## src/rtl/classify_score_if.sv

```systemverilog
// Sample/result bus for classify_score: activation handshake, scored result,
// run counters and the confusion-matrix read port.
interface classify_score_if #(
    parameter int unsigned ACT_W = 32,
    parameter int unsigned CNT_W = 32
);
    logic                    clear;
    logic                    in_valid;
    logic                    in_ready;
    logic signed [ACT_W-1:0] act_n0;
    logic signed [ACT_W-1:0] act_n1;
    logic signed [ACT_W-1:0] act_n2;
    logic signed [ACT_W-1:0] act_n3;
    logic [3:0]              label;
    logic [1:0]              pred_class;
    logic                    pred_valid;
    logic                    correct;
    logic [CNT_W-1:0]        sample_count;
    logic [CNT_W-1:0]        error_counter;
    logic                    done;
    logic [3:0]              cm_rd_addr;
    logic [15:0]             cm_rd_data;

    modport master (
        output clear, in_valid, act_n0, act_n1, act_n2, act_n3, label, cm_rd_addr,
        input  in_ready, pred_class, pred_valid, correct, sample_count, error_counter,
               done, cm_rd_data
    );

    modport slave (
        input  clear, in_valid, act_n0, act_n1, act_n2, act_n3, label, cm_rd_addr,
        output in_ready, pred_class, pred_valid, correct, sample_count, error_counter,
               done, cm_rd_data
    );
endinterface

```

## src/rtl/classify_score.sv

```systemverilog
// classify_score: sequential argmax over four signed activations, label
// comparison, saturating sample/error counters and a done flag after
// NUM_SAMPLES samples.
// Optional feature macro: CLASSIFY_CONFUSION_EN (4x4 confusion matrix of
// saturating 16-bit cells, read through cm_rd_addr/cm_rd_data).
module classify_score #(
    parameter int unsigned ACT_W       = 32,
    parameter int unsigned CNT_W       = 32,
    parameter int unsigned NUM_SAMPLES = 10
) (
    input  logic            clk,
    input  logic            reset,
    classify_score_if.slave sb
);

    typedef enum logic [1:0] {
        IDLE   = 2'd0,
        SCAN   = 2'd1,
        RESULT = 2'd2,
        DONE   = 2'd3
    } state_e;

    state_e                  state_q, state_d;
    logic signed [ACT_W-1:0] act1_q, act1_d;
    logic signed [ACT_W-1:0] act2_q, act2_d;
    logic signed [ACT_W-1:0] act3_q, act3_d;
    logic [3:0]              label_q, label_d;
    logic [1:0]              scan_k_q, scan_k_d;
    logic [1:0]              best_idx_q, best_idx_d;
    logic signed [ACT_W-1:0] best_val_q, best_val_d;
    logic [1:0]              pred_class_q, pred_class_d;
    logic                    pred_valid_q, pred_valid_d;
    logic                    correct_q, correct_d;
    logic [CNT_W-1:0]        sample_count_q, sample_count_d;
    logic [CNT_W-1:0]        error_counter_q, error_counter_d;
    logic                    done_q, done_d;
    logic signed [ACT_W-1:0] scan_val_c;
    logic                    cm_inc_c;
    logic                    in_ready_c;

    // Accept only while idle; a same-cycle clear takes priority over in_valid.
    assign in_ready_c = (state_q == IDLE) && !sb.clear;

    assign sb.in_ready      = in_ready_c;
    assign sb.pred_class    = pred_class_q;
    assign sb.pred_valid    = pred_valid_q;
    assign sb.correct       = correct_q;
    assign sb.sample_count  = sample_count_q;
    assign sb.error_counter = error_counter_q;
    assign sb.done          = done_q;

    // Activation under comparison in the current scan step.
    always_comb begin
        case (scan_k_q)
            2'd1:    scan_val_c = act1_q;
            2'd2:    scan_val_c = act2_q;
            default: scan_val_c = act3_q;
        endcase
    end

    // Next-state, argmax datapath and counter update.
    always_comb begin
        state_d         = state_q;
        act1_d          = act1_q;
        act2_d          = act2_q;
        act3_d          = act3_q;
        label_d         = label_q;
        scan_k_d        = scan_k_q;
        best_idx_d      = best_idx_q;
        best_val_d      = best_val_q;
        pred_class_d    = pred_class_q;
        pred_valid_d    = 1'b0;
        correct_d       = correct_q;
        sample_count_d  = sample_count_q;
        error_counter_d = error_counter_q;
        done_d          = done_q;
        cm_inc_c        = 1'b0;

        case (state_q)
            IDLE: begin
                if (sb.in_valid && in_ready_c) begin
                    act1_d     = sb.act_n1;
                    act2_d     = sb.act_n2;
                    act3_d     = sb.act_n3;
                    label_d    = sb.label;
                    best_idx_d = 2'd0;
                    best_val_d = sb.act_n0;
                    scan_k_d   = 2'd1;
                    state_d    = SCAN;
                end
            end
            SCAN: begin
                // Strictly greater only, so ties keep the lower index.
                if (scan_val_c > best_val_q) begin
                    best_idx_d = scan_k_q;
                    best_val_d = scan_val_c;
                end
                if (scan_k_q == 2'd3) begin
                    state_d      = RESULT;
                    pred_valid_d = 1'b1;
                    pred_class_d = best_idx_d;
                    correct_d    = (label_q[3:2] == 2'b00) && (best_idx_d == label_q[1:0]);
                end else begin
                    scan_k_d = scan_k_q + 2'd1;
                end
            end
            RESULT: begin
                if (sample_count_q != {CNT_W{1'b1}}) begin
                    sample_count_d = sample_count_q + CNT_W'(1);
                end
                if (!correct_q && (error_counter_q != {CNT_W{1'b1}})) begin
                    error_counter_d = error_counter_q + CNT_W'(1);
                end
                cm_inc_c = (label_q[3:2] == 2'b00);
                if (sample_count_d == CNT_W'(NUM_SAMPLES)) begin
                    state_d = DONE;
                    done_d  = 1'b1;
                end else begin
                    state_d = IDLE;
                end
            end
            DONE: begin
                state_d = DONE;
            end
            default: begin
                state_d = IDLE;
            end
        endcase

        // Clear aborts any sample in flight and restarts the run.
        if (sb.clear) begin
            state_d         = IDLE;
            pred_valid_d    = 1'b0;
            sample_count_d  = '0;
            error_counter_d = '0;
            done_d          = 1'b0;
            cm_inc_c        = 1'b0;
        end
    end

    // State and datapath registers.
    always_ff @(posedge clk or negedge reset) begin
        if (!reset) begin
            state_q         <= IDLE;
            act1_q          <= '0;
            act2_q          <= '0;
            act3_q          <= '0;
            label_q         <= '0;
            scan_k_q        <= '0;
            best_idx_q      <= '0;
            best_val_q      <= '0;
            pred_class_q    <= '0;
            pred_valid_q    <= 1'b0;
            correct_q       <= 1'b0;
            sample_count_q  <= '0;
            error_counter_q <= '0;
            done_q          <= 1'b0;
        end else begin
            state_q         <= state_d;
            act1_q          <= act1_d;
            act2_q          <= act2_d;
            act3_q          <= act3_d;
            label_q         <= label_d;
            scan_k_q        <= scan_k_d;
            best_idx_q      <= best_idx_d;
            best_val_q      <= best_val_d;
            pred_class_q    <= pred_class_d;
            pred_valid_q    <= pred_valid_d;
            correct_q       <= correct_d;
            sample_count_q  <= sample_count_d;
            error_counter_q <= error_counter_d;
            done_q          <= done_d;
        end
    end

`ifdef CLASSIFY_CONFUSION_EN
    logic [15:0] cm_q [16];
    logic [3:0]  cm_idx_c;

    assign cm_idx_c      = {label_q[1:0], pred_class_q};
    assign sb.cm_rd_data = cm_q[sb.cm_rd_addr];

    // Confusion cells: cleared with the counters, saturating increment per scored sample.
    always_ff @(posedge clk or negedge reset) begin
        if (!reset) begin
            for (int i = 0; i < 16; i++) cm_q[i] <= '0;
        end else if (sb.clear) begin
            for (int i = 0; i < 16; i++) cm_q[i] <= '0;
        end else if (cm_inc_c && (cm_q[cm_idx_c] != 16'hFFFF)) begin
            cm_q[cm_idx_c] <= cm_q[cm_idx_c] + 16'd1;
        end
    end
`else
    logic unused_cm;

    assign unused_cm     = ^{cm_inc_c, sb.cm_rd_addr};
    assign sb.cm_rd_data = 16'd0;
`endif

endmodule

```

## src/flat_wrapper.sv

```systemverilog
// flat-port wrapper written by rule: the top's interface ports become plain ports
module classify_score_flat 
#(
    parameter int unsigned ACT_W       = 32,
    parameter int unsigned CNT_W       = 32,
    parameter int unsigned NUM_SAMPLES = 10
)
  (clk, reset, sb_clear, sb_in_valid, sb_act_n0, sb_act_n1, sb_act_n2, sb_act_n3, sb_label, sb_cm_rd_addr, sb_in_ready, sb_pred_class, sb_pred_valid, sb_correct, sb_sample_count, sb_error_counter, sb_done, sb_cm_rd_data);
  classify_score_if #(.ACT_W(ACT_W), .CNT_W(CNT_W)) sb_i ();
  input  logic clk;
  input  logic reset;
  input wire logic [$bits(sb_i.clear)-1:0] sb_clear;
  input wire logic [$bits(sb_i.in_valid)-1:0] sb_in_valid;
  input wire logic [$bits(sb_i.act_n0)-1:0] sb_act_n0;
  input wire logic [$bits(sb_i.act_n1)-1:0] sb_act_n1;
  input wire logic [$bits(sb_i.act_n2)-1:0] sb_act_n2;
  input wire logic [$bits(sb_i.act_n3)-1:0] sb_act_n3;
  input wire logic [$bits(sb_i.label)-1:0] sb_label;
  input wire logic [$bits(sb_i.cm_rd_addr)-1:0] sb_cm_rd_addr;
  output wire logic [$bits(sb_i.in_ready)-1:0] sb_in_ready;
  output wire logic [$bits(sb_i.pred_class)-1:0] sb_pred_class;
  output wire logic [$bits(sb_i.pred_valid)-1:0] sb_pred_valid;
  output wire logic [$bits(sb_i.correct)-1:0] sb_correct;
  output wire logic [$bits(sb_i.sample_count)-1:0] sb_sample_count;
  output wire logic [$bits(sb_i.error_counter)-1:0] sb_error_counter;
  output wire logic [$bits(sb_i.done)-1:0] sb_done;
  output wire logic [$bits(sb_i.cm_rd_data)-1:0] sb_cm_rd_data;
  assign sb_i.clear = sb_clear;
  assign sb_i.in_valid = sb_in_valid;
  assign sb_i.act_n0 = sb_act_n0;
  assign sb_i.act_n1 = sb_act_n1;
  assign sb_i.act_n2 = sb_act_n2;
  assign sb_i.act_n3 = sb_act_n3;
  assign sb_i.label = sb_label;
  assign sb_i.cm_rd_addr = sb_cm_rd_addr;
  assign sb_in_ready = sb_i.in_ready;
  assign sb_pred_class = sb_i.pred_class;
  assign sb_pred_valid = sb_i.pred_valid;
  assign sb_correct = sb_i.correct;
  assign sb_sample_count = sb_i.sample_count;
  assign sb_error_counter = sb_i.error_counter;
  assign sb_done = sb_i.done;
  assign sb_cm_rd_data = sb_i.cm_rd_data;
  classify_score #(.ACT_W(ACT_W), .CNT_W(CNT_W), .NUM_SAMPLES(NUM_SAMPLES)) u_core (.clk(clk), .reset(reset), .sb(sb_i));
endmodule
```

## config.mk

```make
export PLATFORM = sky130hd
export DESIGN_NAME = classify_score_flat
export DESIGN_NICKNAME = d
export VERILOG_FILES = /design/src/rtl/classify_score_if.sv /design/src/rtl/classify_score.sv /design/src/flat_wrapper.sv
export SDC_FILE = /design/constraint.sdc
export NUM_CORES = 1
export LEC_CHECK = 0
export BUFFER_PORTS_ARGS = -buffer_cell sky130_fd_sc_hd__buf_4
export CAP_MARGIN = 25
export CORE_MARGIN = 3
export CORE_UTILIZATION = 30
export DETAILED_ROUTE_END_ITERATION = 16
export PLACE_DENSITY = 0.51
export SLEW_MARGIN = 20
export SYNTH_ARGS = -nofsm -noshare
export SYNTH_HDL_FRONTEND = slang
export SYNTH_SLANG_ARGS = --single-unit
```

## constraint.sdc

```tcl
create_clock -name clk -period 10 [get_ports clk]
set_input_delay 0.5 -clock clk [delete_from_list [all_inputs] [get_ports clk]]
set_output_delay 0.5 -clock clk [all_outputs]
set_load 0.05 [all_outputs]
```

### Word level (Yosys, flattened, before mapping)

Index checks and enable logic that the tools add are counted.

* word-level logic and storage cells: 81
* output and inout port bits: 86
* bits of input ports: 140
* flip-flop bits (word level): 207

* multiplexer cells: 28
* eq/ne operators: 15
* magnitude comparators: 1
* add/sub/neg operators: 3
* reduce and logical (&&, ||, !) cells: 20

Operator list (number)
* two-way mux 32 bit: 9
* one-hot mux 32 bit (2 select lines): 2
* adder 32 x 1 -> 32 bit, second input constant: 2
* inequality test 32 bit, second input constant: 2
* equality test 32 x 4 -> 1 bit, second input constant: 1
* greater-than comparator 32 bit: 1
* two-way mux 2 bit: 8
* AND reduction 2 bit: 6
* equality test 2 bit, second input constant: 4
* one-hot mux 2 bit (2 select lines): 2
* one-hot mux 2 bit (4 select lines): 1
* nonzero test 2 bit: 4
* two-way mux 1 bit: 6
* AND reduction 3 bit: 2
* equality test 2 x 1 -> 1 bit, second input constant: 2
* logical AND 1 bit: 4
* zero test 2 bit: 2
* inequality test 2 bit, second input constant: 2
* inequality test 3 x 2 -> 1 bit, second input constant: 1
* inequality test 3 bit, second input constant: 1
* adder 2 x 1 -> 2 bit, second input constant: 1
* equality test 2 bit: 1
* zero test 1 bit: 2
* inequality test 2 x 1 -> 1 bit, second input constant: 1

### Logic depth before layout (Yosys ltp)

* depth after elaboration: 7
* gate-level depth with buffers: 17
* mapped depth without buffers: 14

### Worst setup path before layout

Ideal clock, no wire load.

* path type: reg2reg
* from: register u_core.scan_k_q[0]
* to: register u_core.best_val_q[10]
* stages on the path, launching flop included: 17
* arrival time: 3913 ps
* data required time: 9923 ps
* path buffers: 4
* library setup time: 77 ps
* path slack: 6010 ps
* clock period less this slack: 3990 ps
* cell sequence: dfrtp_1 > inv_1 > ha_1 > clkbuf_1 > clkbuf_1 > o21ai_0 > ha_1 > nand4_1 > nor4_1 > inv_1 > o311ai_0 > a211o_1 > a41o_1 > clkbuf_1 > clkbuf_1 > nor2_1 > a21oi_1

* word-level cells in the longest chain between the ends: 5
* elaborated cells on any way between the ends: 8
* classes of those cells: 1 x order compare; 3 x eq/ne; 3 x mux; 1 x reduce/logical

RTL lines
* start, declared: line classify_score.sv:28 `logic [1:0] scan_k_q, scan_k_d;`
* start signal, assigned: line classify_score.sv:164 `scan_k_q <= scan_k_d;`
* equality test 2 bit / equality test 2 x 1 -> 1 bit (equally long branches): line classify_score.sv:54 `case (scan_k_q)`
* one-hot mux 32 bit (2 select lines) (*): line classify_score.sv:54
* greater-than comparator 32 bit: line classify_score.sv:94 `if (scan_val_c > best_val_q) begin`
* inequality test 2 x 1 -> 1 bit (no source line)
* AND reduction 3 bit (no source line)
* end signal, assigned: line classify_score.sv:166 `best_val_q <= best_val_d;`
* end, declared: line classify_score.sv:30 `logic signed [ACT_W-1:0] best_val_q, best_val_d;`

Mark *: on every way between the ends. The rest lies on a longest branch, timed or not. The select of a mux whose other input is x is not followed.
A chain may end at the register's enable or synchronous reset.

### Final worst setup path

* from: register u_core.scan_k_q[0]
* to: register u_core.best_val_q[9]

The elaborated chain is that of the path after synthesis.

==> results.txt <==
- The run finished with clean final reports.
- Setup Crit Path Kind: flop to flop
* Clk buf depth: 3
* Ys Warns: 0
- Of the total power, combinational logic draws 38.1%.
- Crit Path Max Fanout: 64
- The synthesized design spends more area on one cell type than any other, namely sky130_fd_sc_hd__dfrtp_1.
- Sequential elements use 46.5% of the synthesized area.
* Post-CTS sizing: 0
- In this run the critical register-to-register path is captured at u_core.best_val_q[9].
- Sw frac: 37.0%
- Timing analysis after detailed placement gives a worst setup slack of 4.99 ns.
* Layout net count: 1472
* Total number of vias: 8661
* Clock tree root driver cell: sky130_fd_sc_hd__clkbuf_16
- Sort of element at the start of the critical path: flop
* Most frequently used flop master after synthesis: sky130_fd_sc_hd__dfrtp_1
- Each instance of the synthesized netlist takes up on average 10.1 um^2.
* TritonCTS clock tree: done
- Per report_power, the sequential group accounts for 35.2% of the total.
- Across the VDD grid, the largest voltage drop is 148 uV.
- Switching power summed over all nets: 1.23 mW
* Type of the most critical hold path: input pin to flop
- Initial antenna violation count: 0
- The top cell type by area accounts for 46.5% of the synthesized area.
* Vias in the first global route: 8736
* Timing startpoint of the critical path: u_core.scan_k_q[0]
* Period utilisation layout: 50.3%
- For this design the ratio of total power to cell area is 239 mW/mm^2.
- Count of TritonRoute iterations in the first routing pass: 5
- Synth top area cells: sky130_fd_sc_hd__dfrtp_1 (47%), sky130_fd_sc_hd__mux2_2 (10%), sky130_fd_sc_hd__nor2_1 (4.6%), sky130_fd_sc_hd__ha_1 (4.2%), sky130_fd_sc_hd__mux2i_1 (3.4%)
- Worst Clk Skew: 0.0208 ns
- Overflow left after global routing: 0
- Tmin final: 5.03 ns
- Util after Layout: 38.4%
* Initial drt markers: 380
- The startpoint identified for the worst register-to-register timing path is u_core.scan_k_q[0].
- Clock-pin slew reported for the worst setup and hold paths after clock tree synthesis: 0.06 ns
- Counting flops with an async set or reset pin after synthesis yields a share of 100%.
- Length in cells of the worst reg-to-reg path: 14
- The congestion estimate from routability-driven global placement came to 0.790.
- The first global-routing pass estimated 48500 um of wire.
- Setup slack closes at 4.97 ns.
- Clock latency on the worst-skew pair: 0.55 ns
- The area growth from synthesis to layout is 24.4%.
* Routed wire length on met2: 13700 um
- Sink Count: 207
* Number of enable flip-flop cells after synthesis: 0
- Internal power of the cells: 2.08 mW
- In this run the tightest slew margin relative to its limit is 33.1%.
* DRC violations left: 0
- DRT antenna net count: 0
* Instance count of the mapped netlist: 1106
- The max-slew violation count is 0.
- Max Clock Freq: 0.199 GHz
* Max Cap Viol: 0
* Worst-margin pin slew: 1.00 ns
* Via density per instance: 4.89
- Counting distinct cell types in the post-synthesis netlist gives 65.
- In this run the cell area of the synthesized design comes to 0.0111 mm^2.
- Category of the worst setup path capture point: flop
- Detailed-routed wire length on met3: 2300 um
- In the final routing, the length of wire on met1 measures 13800 um.
- Routed len/inst: 17.2 um
- Total of buffers placed on input and output ports: 205
* Destination of the critical timing path: u_core.best_val_q[9]
* Layout cells sized above 1: 29.3%
* Setup TNS: 0 ns
- The die is 199 um tall.
- H-Tree Level Count: 1
* Clock share of power: 26.8%
- The initialized floorplan defines 69 standard-cell rows.
* Cts bufs inserted: 26
* Routed WL: 30400 um
- Pin placement for this block handled 226 I/O pins.
* Total routing usage reported by global routing: 15.3%
- Initial Util: 30.9%
- Setup violations remaining at the end of the flow were counted as 0.
- Reported leakage power: 6.30 nW
* Yosys reg bits: 207
- Core Footprint: 0.0361 mm^2
* CP required: 10.47 ns
- In this run the top signal layer used is met4.
- Post-detail-place hpwl: 21400 um
- In this run the horizontal extent of the chip is 199 um.
* Unrepaired setup endpoints after global routing: false
* R2r setup slk: 4.97 ns
- The final hold violation count came to 0.
- STA puts the critical path data arrival time at 5.50 ns.
* Die outline area: 0.0395 mm^2
- Entering global routing, the biggest net connects 85 pins.
## area by class of cell
type	count	area, um^2
Fill cell	3622	22200
Multi-Input combinational cell	794	5470
Sequential cell	207	5180
Timing Repair Buffer	217	1650
Clock buffer	35	714
Tap cell	461	577
Inverter	49	184
Clock inverter	6	72.6
Antenna cell	2	5.00
## metal layers
| metal | track usage (%) | vias up |
|---|---|---|
| li1 | - | 4254 |
| met1 | 20.6 | 4162 |
| met2 | 24.4 | 202 |
| met3 | 4.71 | 43 |
| met4 | 3.07 | 0 |
| met5 | 0.247 | - |
## cell families after synthesis
group                    count (synthesis)  share of synthesized area, %
AND/OR/NAND/NOR                        355                          15.2
flip-flops                             207                          46.5
XOR/XNOR                                68                          5.35
AO/OA/AOI/OAI                          179                          10.1
other                                    1                        0.0337
buffers and inverters                  120                          5.01
adder cells (fa/ha/maj)                 37                          4.16
multiplexers                           139                          13.6
## power groups by stage
stage                     Sequential (mW)  Combinational, mW  Clock [mW]
after floorplan                      1.17              0.906           0
after global placement               1.17               1.26           0
after CTS                            1.16               1.29       0.924
after detailed placement             1.18               1.29           0
after global routing                 1.19               1.45       0.953
final                                1.16               1.26       0.886
## layout by cell type, fill, tap and decap left out, drive strengths merged, types with 5 or more instances in the layout
| cell | n |
|---|---|
| buf | 216 |
| dfrtp | 207 |
| nor2 | 135 |
| mux2 | 101 |
| nand2 | 85 |
| a21oi | 55 |
| o21ai | 49 |
| inv | 49 |
| mux2i | 38 |
| ha | 37 |
| xnor2 | 35 |
| clkbuf | 35 |
| a22oi | 33 |
| xor2 | 33 |
| nand3 | 27 |
| nand4 | 23 |
| nor3 | 19 |
| conb | 16 |
| and3 | 16 |
| and4 | 11 |
| nor4 | 10 |
| or3 | 6 |
| and2 | 6 |
| nor2b | 5 |
## how the worst min path moves through the flow
stage                   start           endpoint  slack (ns)  depth (start not counted)
6_report        sb_act_n1[10]  u_core.act1_q[10]        0.18                          2
3_5_place_dp   u_core.sb.done     u_core.sb.done        0.48                          2
4_1_cts         sb_act_n2[23]  u_core.act2_q[23]        0.14                          2
2_1_floorplan           reset   u_core.act1_q[0]        0.20                          0
3_3_place_gp   u_core.sb.done     u_core.sb.done        0.47                          2
5_1_grt         sb_act_n2[15]  u_core.act2_q[15]        0.16                          2
## flip-flops by register name, summed over array words and instances, names as in the netlist
| signal | flops |
|---|---|
| u_core.scan_k_q | 2 |
| u_core.sb.done | 1 |
| u_core.sb.error_counter | 32 |
| u_core.sb.correct | 1 |
| u_core.best_val_q | 32 |
| u_core.sb.pred_valid | 1 |
| u_core.state_q | 2 |
| u_core.label_q | 4 |
| u_core.act3_q | 32 |
| u_core.act2_q | 32 |
| u_core.act1_q | 32 |
| u_core.sb.pred_class | 2 |
| u_core.best_idx_q | 2 |
| u_core.sb.sample_count | 32 |
## per-stage QoR
stage | total power, mW | instance area (um^2) | hold WS, ns | instances
after floorplan | 2.07 | 11200 | 0.204 | 1121
after global placement | 2.43 | 13000 | 0.469 | 1725
after detailed placement | 2.46 | 13100 | 0.481 | 1727
after CTS | 3.38 | 13800 | 0.143 | 1769
after global routing | 3.59 | 13800 | 0.158 | 1769
final | 3.31 | 13900 | 0.179 | 1771
## critical path: stages, from the launching register on
cell	delay [ns]
sky130_fd_sc_hd__dfrtp_1	0.49
sky130_fd_sc_hd__inv_1	0.10
sky130_fd_sc_hd__ha_2	0.33
sky130_fd_sc_hd__buf_4	0.50
sky130_fd_sc_hd__o21ai_0	0.32
sky130_fd_sc_hd__ha_1	0.41
sky130_fd_sc_hd__nand4_1	0.20
sky130_fd_sc_hd__nor4_1	0.74
sky130_fd_sc_hd__inv_1	0.11
sky130_fd_sc_hd__o311ai_0	0.44
sky130_fd_sc_hd__a211o_1	0.24
sky130_fd_sc_hd__a41o_2	0.58
sky130_fd_sc_hd__buf_12	0.26
sky130_fd_sc_hd__nor2_1	0.06
sky130_fd_sc_hd__a21oi_1	0.13
## cells in the mapped netlist (8+ instances only)
cell type	n
sky130_fd_sc_hd__dfrtp_1	207
sky130_fd_sc_hd__nor2_1	135
sky130_fd_sc_hd__mux2_2	101
sky130_fd_sc_hd__nand2_1	85
sky130_fd_sc_hd__a21oi_1	55
sky130_fd_sc_hd__inv_1	49
sky130_fd_sc_hd__o21ai_0	49
sky130_fd_sc_hd__clkbuf_1	44
sky130_fd_sc_hd__mux2i_1	38
sky130_fd_sc_hd__ha_1	37
sky130_fd_sc_hd__xnor2_1	35
sky130_fd_sc_hd__a22oi_1	33
sky130_fd_sc_hd__xor2_1	33
sky130_fd_sc_hd__nand3_1	25
sky130_fd_sc_hd__nand4_1	23
sky130_fd_sc_hd__nor3_1	19
sky130_fd_sc_hd__buf_4	17
sky130_fd_sc_hd__nor4_1	10
sky130_fd_sc_hd__and4_1	9
sky130_fd_sc_hd__and3_1	8
sky130_fd_sc_hd__and3_2	8
## repair_timing
item | CTS | global route
endpoints found under the hold margin | 61 | 0
hold buffers | 1 | 0
setup buffers | 0 | 0
Note: power is estimated with default switching activity, not from simulation.
